<file path="src/rtl/bram_memory_copy.sv">
// BRAM copy engine: copies a pattern ROM into a simple dual-port RAM,
// then streams the RAM back out on data_out as a read-back check.
module bram_memory_copy #(
   parameter int DEPTH = 16,
   parameter int ADDR_W = 4,
   parameter int DATA_W = 16,
   parameter logic [DATA_W-1:0] SRC_BASE = 16'h1000
) (
   input  logic              clk,
   input  logic              rst,
   input  logic              start,
   output logic [DATA_W-1:0] data_out,
   output logic              doneC,
   output logic              doneR
);

   typedef enum logic [2:0] {
      S_IDLE,
      S_COPY,
      S_FLUSH,
      S_READ,
      S_RDRAIN,
      S_DONE
   } state_t;

   localparam logic [ADDR_W:0] LAST = (ADDR_W + 1)'(DEPTH - 1);
   localparam logic [ADDR_W:0] ONE = (ADDR_W + 1)'(1);

   state_t state_q, state_d;
   logic [ADDR_W:0] cnt_q, cnt_d;
   logic [ADDR_W-1:0] wa_q, wa_d;
   logic we_q, we_d;
   logic rv_q, rv_d;
   logic [DATA_W-1:0] src_q, src_d;
   logic [DATA_W-1:0] dst_q, dst_d;
   logic [DATA_W-1:0] out_q, out_d;
   logic donec_q, donec_d;
   logic doner_q, doner_d;

   logic [DATA_W-1:0] rom [DEPTH];
   logic [DATA_W-1:0] dst_mem [DEPTH];
   logic [ADDR_W-1:0] addr;

   // Source pattern is a constant table, wrapping modulo 2^DATA_W
   for (genvar i = 0; i < DEPTH; i++) begin : g_rom
      assign rom[i] = SRC_BASE + DATA_W'(i);
   end

   assign addr = cnt_q[ADDR_W-1:0];

   // Next-state and datapath control for the copy / read-back sequence
   always_comb begin
      state_d = state_q;
      cnt_d   = cnt_q;
      wa_d    = wa_q;
      we_d    = 1'b0;
      rv_d    = 1'b0;
      donec_d = donec_q;
      doner_d = doner_q;
      src_d   = rom[addr];
      dst_d   = dst_mem[addr];
      out_d   = rv_q ? dst_q : out_q;
      unique case (state_q)
         S_IDLE, S_DONE: begin
            if (start) begin
               state_d = S_COPY;
               cnt_d   = '0;
               donec_d = 1'b0;
               doner_d = 1'b0;
            end
         end
         S_COPY: begin
            we_d  = 1'b1;
            wa_d  = addr;
            cnt_d = cnt_q + ONE;
            if (cnt_q == LAST) begin
               state_d = S_FLUSH;
               cnt_d   = '0;
            end
         end
         S_FLUSH: begin
            donec_d = 1'b1;
            state_d = S_READ;
            cnt_d   = '0;
         end
         S_READ: begin
            rv_d  = 1'b1;
            cnt_d = cnt_q + ONE;
            if (cnt_q == LAST) begin
               state_d = S_RDRAIN;
               cnt_d   = '0;
            end
         end
         S_RDRAIN: begin
            doner_d = 1'b1;
            cnt_d   = cnt_q + ONE;
            if (cnt_q == ONE) begin
               state_d = S_DONE;
               cnt_d   = '0;
            end
         end
         default: state_d = S_IDLE;
      endcase
   end

   // Control and output registers
   always_ff @(posedge clk) begin
      if (rst) begin
         state_q <= S_IDLE;
         cnt_q   <= '0;
         wa_q    <= '0;
         we_q    <= 1'b0;
         rv_q    <= 1'b0;
         out_q   <= '0;
         donec_q <= 1'b0;
         doner_q <= 1'b0;
      end else begin
         state_q <= state_d;
         cnt_q   <= cnt_d;
         wa_q    <= wa_d;
         we_q    <= we_d;
         rv_q    <= rv_d;
         out_q   <= out_d;
         donec_q <= donec_d;
         doner_q <= doner_d;
      end
   end

   // Memory read registers, never reset (BRAM output latches)
   always_ff @(posedge clk) begin
      src_q <= src_d;
      dst_q <= dst_d;
   end

   // Destination RAM write port; reset blocks a pending write
   always_ff @(posedge clk) begin
      if (we_q && !rst) begin
         dst_mem[wa_q] <= src_q;
      end
   end

   assign data_out = out_q;
   assign doneC    = donec_q;
   assign doneR    = doner_q;

endmodule

</file>
<file path="config.mk">
export PLATFORM = sky130hd
export DESIGN_NAME = bram_memory_copy
export DESIGN_NICKNAME = d
export VERILOG_FILES = /design/src/rtl/bram_memory_copy.sv
export SDC_FILE = /design/constraint.sdc
export NUM_CORES = 1
export LEC_CHECK = 0
export CAP_MARGIN = 20
export CORE_MARGIN = 3
export CORE_UTILIZATION = 26
export DETAILED_ROUTE_END_ITERATION = 12
export PLACE_DENSITY = 0.39
export SYNTH_ARGS = -nofsm -noshare
export SYNTH_HDL_FRONTEND = slang
export SYNTH_SLANG_ARGS = --single-unit
</file>
<file path="constraint.sdc">
create_clock -name clk -period 5.4 [get_ports clk]
set_clock_uncertainty 0.2 [all_clocks]
set_input_delay 0.81 -clock clk [delete_from_list [all_inputs] [get_ports clk]]
set_output_delay 0.81 -clock clk [all_outputs]
set_load 0.02 [all_outputs]
</file>
## Word level (Yosys, flattened, before mapping)

Memories as Yosys holds them, arrays and structs flattened. A register that Yosys moved wholly into a read port is not among the register bits.
Index checks and enable logic that the tools add are counted.

| word-level totals | value |
|---|---|
| register bits | 32 |
| RAM bits | 256 |
| memory bits (read-only) | 256 |
| input port bits | 3 |
| output and inout port bits | 18 |
| logic and storage cells | 51 |
| memories | 2 |

Memories:

| name | words | bits a word | rd ports | clocked after memory_dff | wr ports | RTL line | text |
|---|---|---|---|---|---|---|---|
| (name not given) | 16 | 16 | 1 | 1 | 0 | 60 | `src_d = rom[addr];` |
| dst_mem | 16 | 16 | 1 | 1 | 1 | 41 | `logic [DATA_W-1:0] dst_mem [DEPTH];` |

| operators by class | value |
|---|---|
| add/subtract/negate cells | 1 |
| eq/ne operators | 11 |
| multiplexer cells | 16 |
| bitwise operators | 1 |
| reductions and logical operators | 12 |

Operators with widths:

| cell | count |
|---|---|
| $pmux W5 S4 | 1 |
| $mux W5 | 3 |
| $pmux W3 S5 | 1 |
| $mux W3 | 4 |
| $ne A2 B2 Y1 const B | 4 |
| $eq A3 B2 Y1 const B | 2 |
| $eq A3 B3 Y1 const B | 2 |
| $reduce_and A2 Y1 | 3 |
| $add A5 B1 Y5 const B | 1 |
| $eq A5 B1 Y1 const B | 1 |
| $eq A5 B4 Y1 const B | 1 |
| $mux W1 | 5 |
| $not A4 Y5 | 1 |
| $pmux W1 S2 | 2 |
| $reduce_and A4 Y1 | 1 |
| $reduce_bool A2 Y1 | 2 |
| $reduce_bool A4 Y1 | 1 |
| $reduce_or A2 Y1 | 2 |
| $eq A3 B1 Y1 const B | 1 |
| $logic_not A3 Y1 | 1 |
| $logic_and A1 B1 Y1 | 1 |
| $logic_not A1 Y1 | 1 |

## Longest topological paths before layout

| depth | value |
|---|---|
| depth in word-level cells | 4 |
| mapped depth | 8 |
| depth with buffers taken out | 7 |

## Least setup slack after synthesis

No wires, ideal clock.

| timing | value |
|---|---|
| path type | input -> register |
| start point | input rst |
| end point | memory dst_mem[8][0], enable pin |
| setup time | 361 ps |
| arrival | 1698 ps |
| setup slack | 3141 ps |
| stages on the path | 3 |
| buffers on the path | 0 |
| cells stage by stage | nand2b_1 -> or3b_1 -> nor3_1 |

| on the way | value |
|---|---|
| word-level cells in the longest chain between the ends | 4 |

Ends and longest elaborated chain:

| what | RTL line | text |
|---|---|---|
| start: declaration | 10 | `input logic rst,` |
| $logic_not A1 Y1 | 137 | `if (we_q && !rst) begin` |
| $logic_and A1 B1 Y1 | 137 |  |
| $mux W1 | 137 |  |
| $mux W1 (not written as such) | 138 | `dst_mem[wa_q] <= src_q;` |
| end: declaration | 41 |  |

No other way between the ends.

## Worst setup path after layout

Ends and elaborated chain as after synthesis.

==> metrics.md <==
| Metric | Value |
|---|---|
| Status | `finished clean` |
| R2R setup slack | `between 2 and 3 ns` |
| RSZ-0062 raised after global routing | `no` |
| Setup TNS | `0 ns` |
| Max VDD drop | `approximately 0.14 mV` |
| Setup crit end | `dst_mem[8][0]` |
| Final Critical Period | `2.76 ns` |
| Net Sw Power | `roughly 320 uW` |
| Total Power | `between 1000 and 1500 uW` |
| CTS sink count | `93` |
| Setup crit end kind | `register` |
| Initial Util | `a little over a quarter` |
| Post-synthesis register bit count | `93` |
| Post-layout util | `between 30% and 40%` |
| Max Fclk | `0.362 GHz` |
| Synth warn | `0` |
| Share of post-route cells with drive strength above 1 | `11.6%` |
| Met1 wire length | `~4 mm` |
| Worst path arrival time | `approximately 2.5 ns` |
| # hold bufs at CTS | `0` |
| CP max FO | `23` |
| Detailed Place HPWL | `around 5.4 mm` |
| Fin. Hold Viols | `0` |
| Worst reg2reg startpoint | `cnt_q[0]` |
| CTS tree | `yes` |
| DRT antenna net count | `0` |
| First-pass GRT wire length | `around 13 mm` |
| Reg2reg path depth | `4` |
| Remaining DRCs | `0` |
| R2r endpoint | `dst_q[0]` |
| Clk buf depth | `2` |
| DP Worst Slack | `approximately 2.3 ns` |
| Port buffer count | `9` |
| Die area | `roughly 0.016 mm^2` |
| # diodes | `0` |
| Asr flop ratio synth | `0%` |
| Startpoint Class | `primary input` |
| Drt first pass iters | `4` |
| Nets | `between 200 and 300` |
| Post_cts resized | `0` |
| Mean post-synth cell area | `roughly 14 um^2` |
| Slew HR | `a little over a third` |
| CTS buffer count | `9` |
| Largest net degree at the start of global routing | `24` |
| Lkg Pwr | `between 0.001 and 0.0015 uW` |
| EDFF count, synth | `64` |
| DRT iter0 DRCs | `157` |
| Total GRT Usage | `10.7%` |
| Commonest non-fill, non-tap cell in the layout | `edfxtp_1` |
| Final setup vio count | `0` |
| Top layer in use | `met4` |
| Final count of pins violating max slew | `0` |
| Gpl congestion | `roughly 0.69` |
| Pwr/cell area | `343 mW/mm^2` |
| CP Launch Point | `rst` |
| Hold Crit Class | `reg2reg` |
| Flop pwr share | `about 53%` |
| Worst-skew pair later-pin latency | `approximately 0.34 ns` |
| Met3 routed WL | `between 200 and 250 um` |
| DIE WIDTH | `between 100 and 150 um` |
| Vias in the first global route | `2106` |
| Max Cap Viol | `0` |
| IO Pins | `21` |
| Mapped Cells | `264` |
| Drt total wl | `8.09 mm` |
| Via Count | `around 2k` |
| Post-Synthesis Cell Area | `0.00378 mm^2` |
| Final worst setup slack | `2.64 ns` |
| Die H | `approximately 130 um` |
| Syn-to-layout area delta | `13.2%` |
| Congestion Overflow GR | `0` |
| Initial antenna violation count | `0` |
| Worst-Margin Slew | `~0.95 ns` |
| Comb pwr share | `under 10%` |
| Internal power | `1150 uW` |
| Vias/cell | `~4.4` |
| Site Rows | `43` |
| Netlist cell types | `40` |
| Setup bufs post-CTS | `0` |
| Crit path kind | `in2reg` |
| Clock root buffer | `clkbuf_16` |
| Core Region | `between 0.01 and 0.015 mm^2` |
| Met2 routed WL | `3.82 mm` |
| Required time worst endpoint | `around 5.2 ns` |
| Tcrit/Tclk final | `slightly above 50%` |
| Commonest cells after routing, fill and taps aside | `edfxtp_1, dfxtp_1, nor2_1` |
| Top FF cell, synth | `edfxtp_1` |
| Htree depth | `3` |
| Wire per inst | `between 15 and 20 um` |
| Register area share after synthesis | `around 66%` |
| Switch share | `between 20 and 25%` |
| CTS clock-pin slew for the worst setup and hold paths | `0.07 ns` |
| Clk network pwr share | `43.2%` |
## metal layers
| metal | vias to the layer above | track usage [%] |
|---|---|---|
| met2 | 30 | 16.4 |
| li1 | 986 | - |
| met1 | 981 | 14.6 |
| met4 | 0 | 3.60 |
| met3 | 7 | 3.03 |
| met5 | - | 0 |
## state kept, by name (all words and copies together) (netlist names), 3 cells and up
register and flops:
cnt_q 5, data_out 5, dst_mem 64, dst_q 4, src_q 4, state_q 3
wa_q 4
## cells by family after synthesis
| family | Yosys count | share of synthesized area, % |
|---|---|---|
| flip-flops | 93 | 66.2 |
| adder cells (fa/ha/maj) | 4 | 1.32 |
| XOR/XNOR | 1 | 0.232 |
| AO/OA/AOI/OAI | 41 | 6.81 |
| buffers and inverters | 29 | 4.86 |
| multiplexers | 25 | 11.2 |
| AND/OR/NAND/NOR | 70 | 9.30 |
| other | 1 | 0.0991 |
## power groups by stage
stage | combinational (uW) | clock (uW) | sequential, uW
2_1_floorplan | 57.8 | 0 | 785
3_3_place_gp | 53.6 | 0 | 798
3_5_place_dp | 53.8 | 0 | 798
4_1_cts | 54.1 | 649 | 782
5_1_grt | 58.7 | 680 | 783
6_report | 53.3 | 634 | 781
## critical path, stage by stage
cell and delay [ns]:
clkdlybuf4s50_1 0.40, buf_4 0.22, nand2b_1 0.20, or3b_1 0.43, nor3_1 0.47
## per-stage QoR
stage	hold slack [ns]	cells	cell area [um^2]
floorplan	0.129	274	3820
CTS	0.282	456	4280
global placement	0.261	440	3980
global route	0.303	456	4280
finish	0.272	456	4280
detailed placement	0.264	440	3980
## layout make-up
class / count / area, um^2
Multi-Input combinational cell: 152 / 1130
Fill cell: 1390 / 9760
Sequential cell: 93 / 2500
Clock buffer: 9 / 225
Clock inverter: 7 / 75.1
Inverter: 4 / 15.0
Tap cell: 180 / 225
Timing Repair Buffer: 11 / 105
## worst min-delay path by stage
stage,start,end,slack (ns),cells past startpoint
2_1_floorplan,cnt_q[2],src_q[2],0.13,0
3_3_place_gp,dst_q[1],data_out[1],0.26,2
3_5_place_dp,data_out[12],data_out[12],0.26,2
4_1_cts,data_out[12],data_out[12],0.28,2
5_1_grt,data_out[12],data_out[12],0.30,2
6_report,data_out[12],data_out[12],0.27,2
## synth_stat cells (6+ instances only)
master | n | area (um^2)
mux2i_1 | 9 | 90.1
nor3_1 | 7 | 35.0
dfxtp_1 | 29 | 581
nor2_1 | 23 | 86.3
nand2_1 | 16 | 60.1
edfxtp_1 | 64 | 1920
mux4_2 | 7 | 158
o21ai_0 | 10 | 50.1
buf_4 | 11 | 82.6
nand2b_1 | 6 | 37.5
a31oi_1 | 6 | 37.5
a21oi_1 | 11 | 55.1
clkbuf_1 | 9 | 33.8
Power figures use the tool's default switching activity.
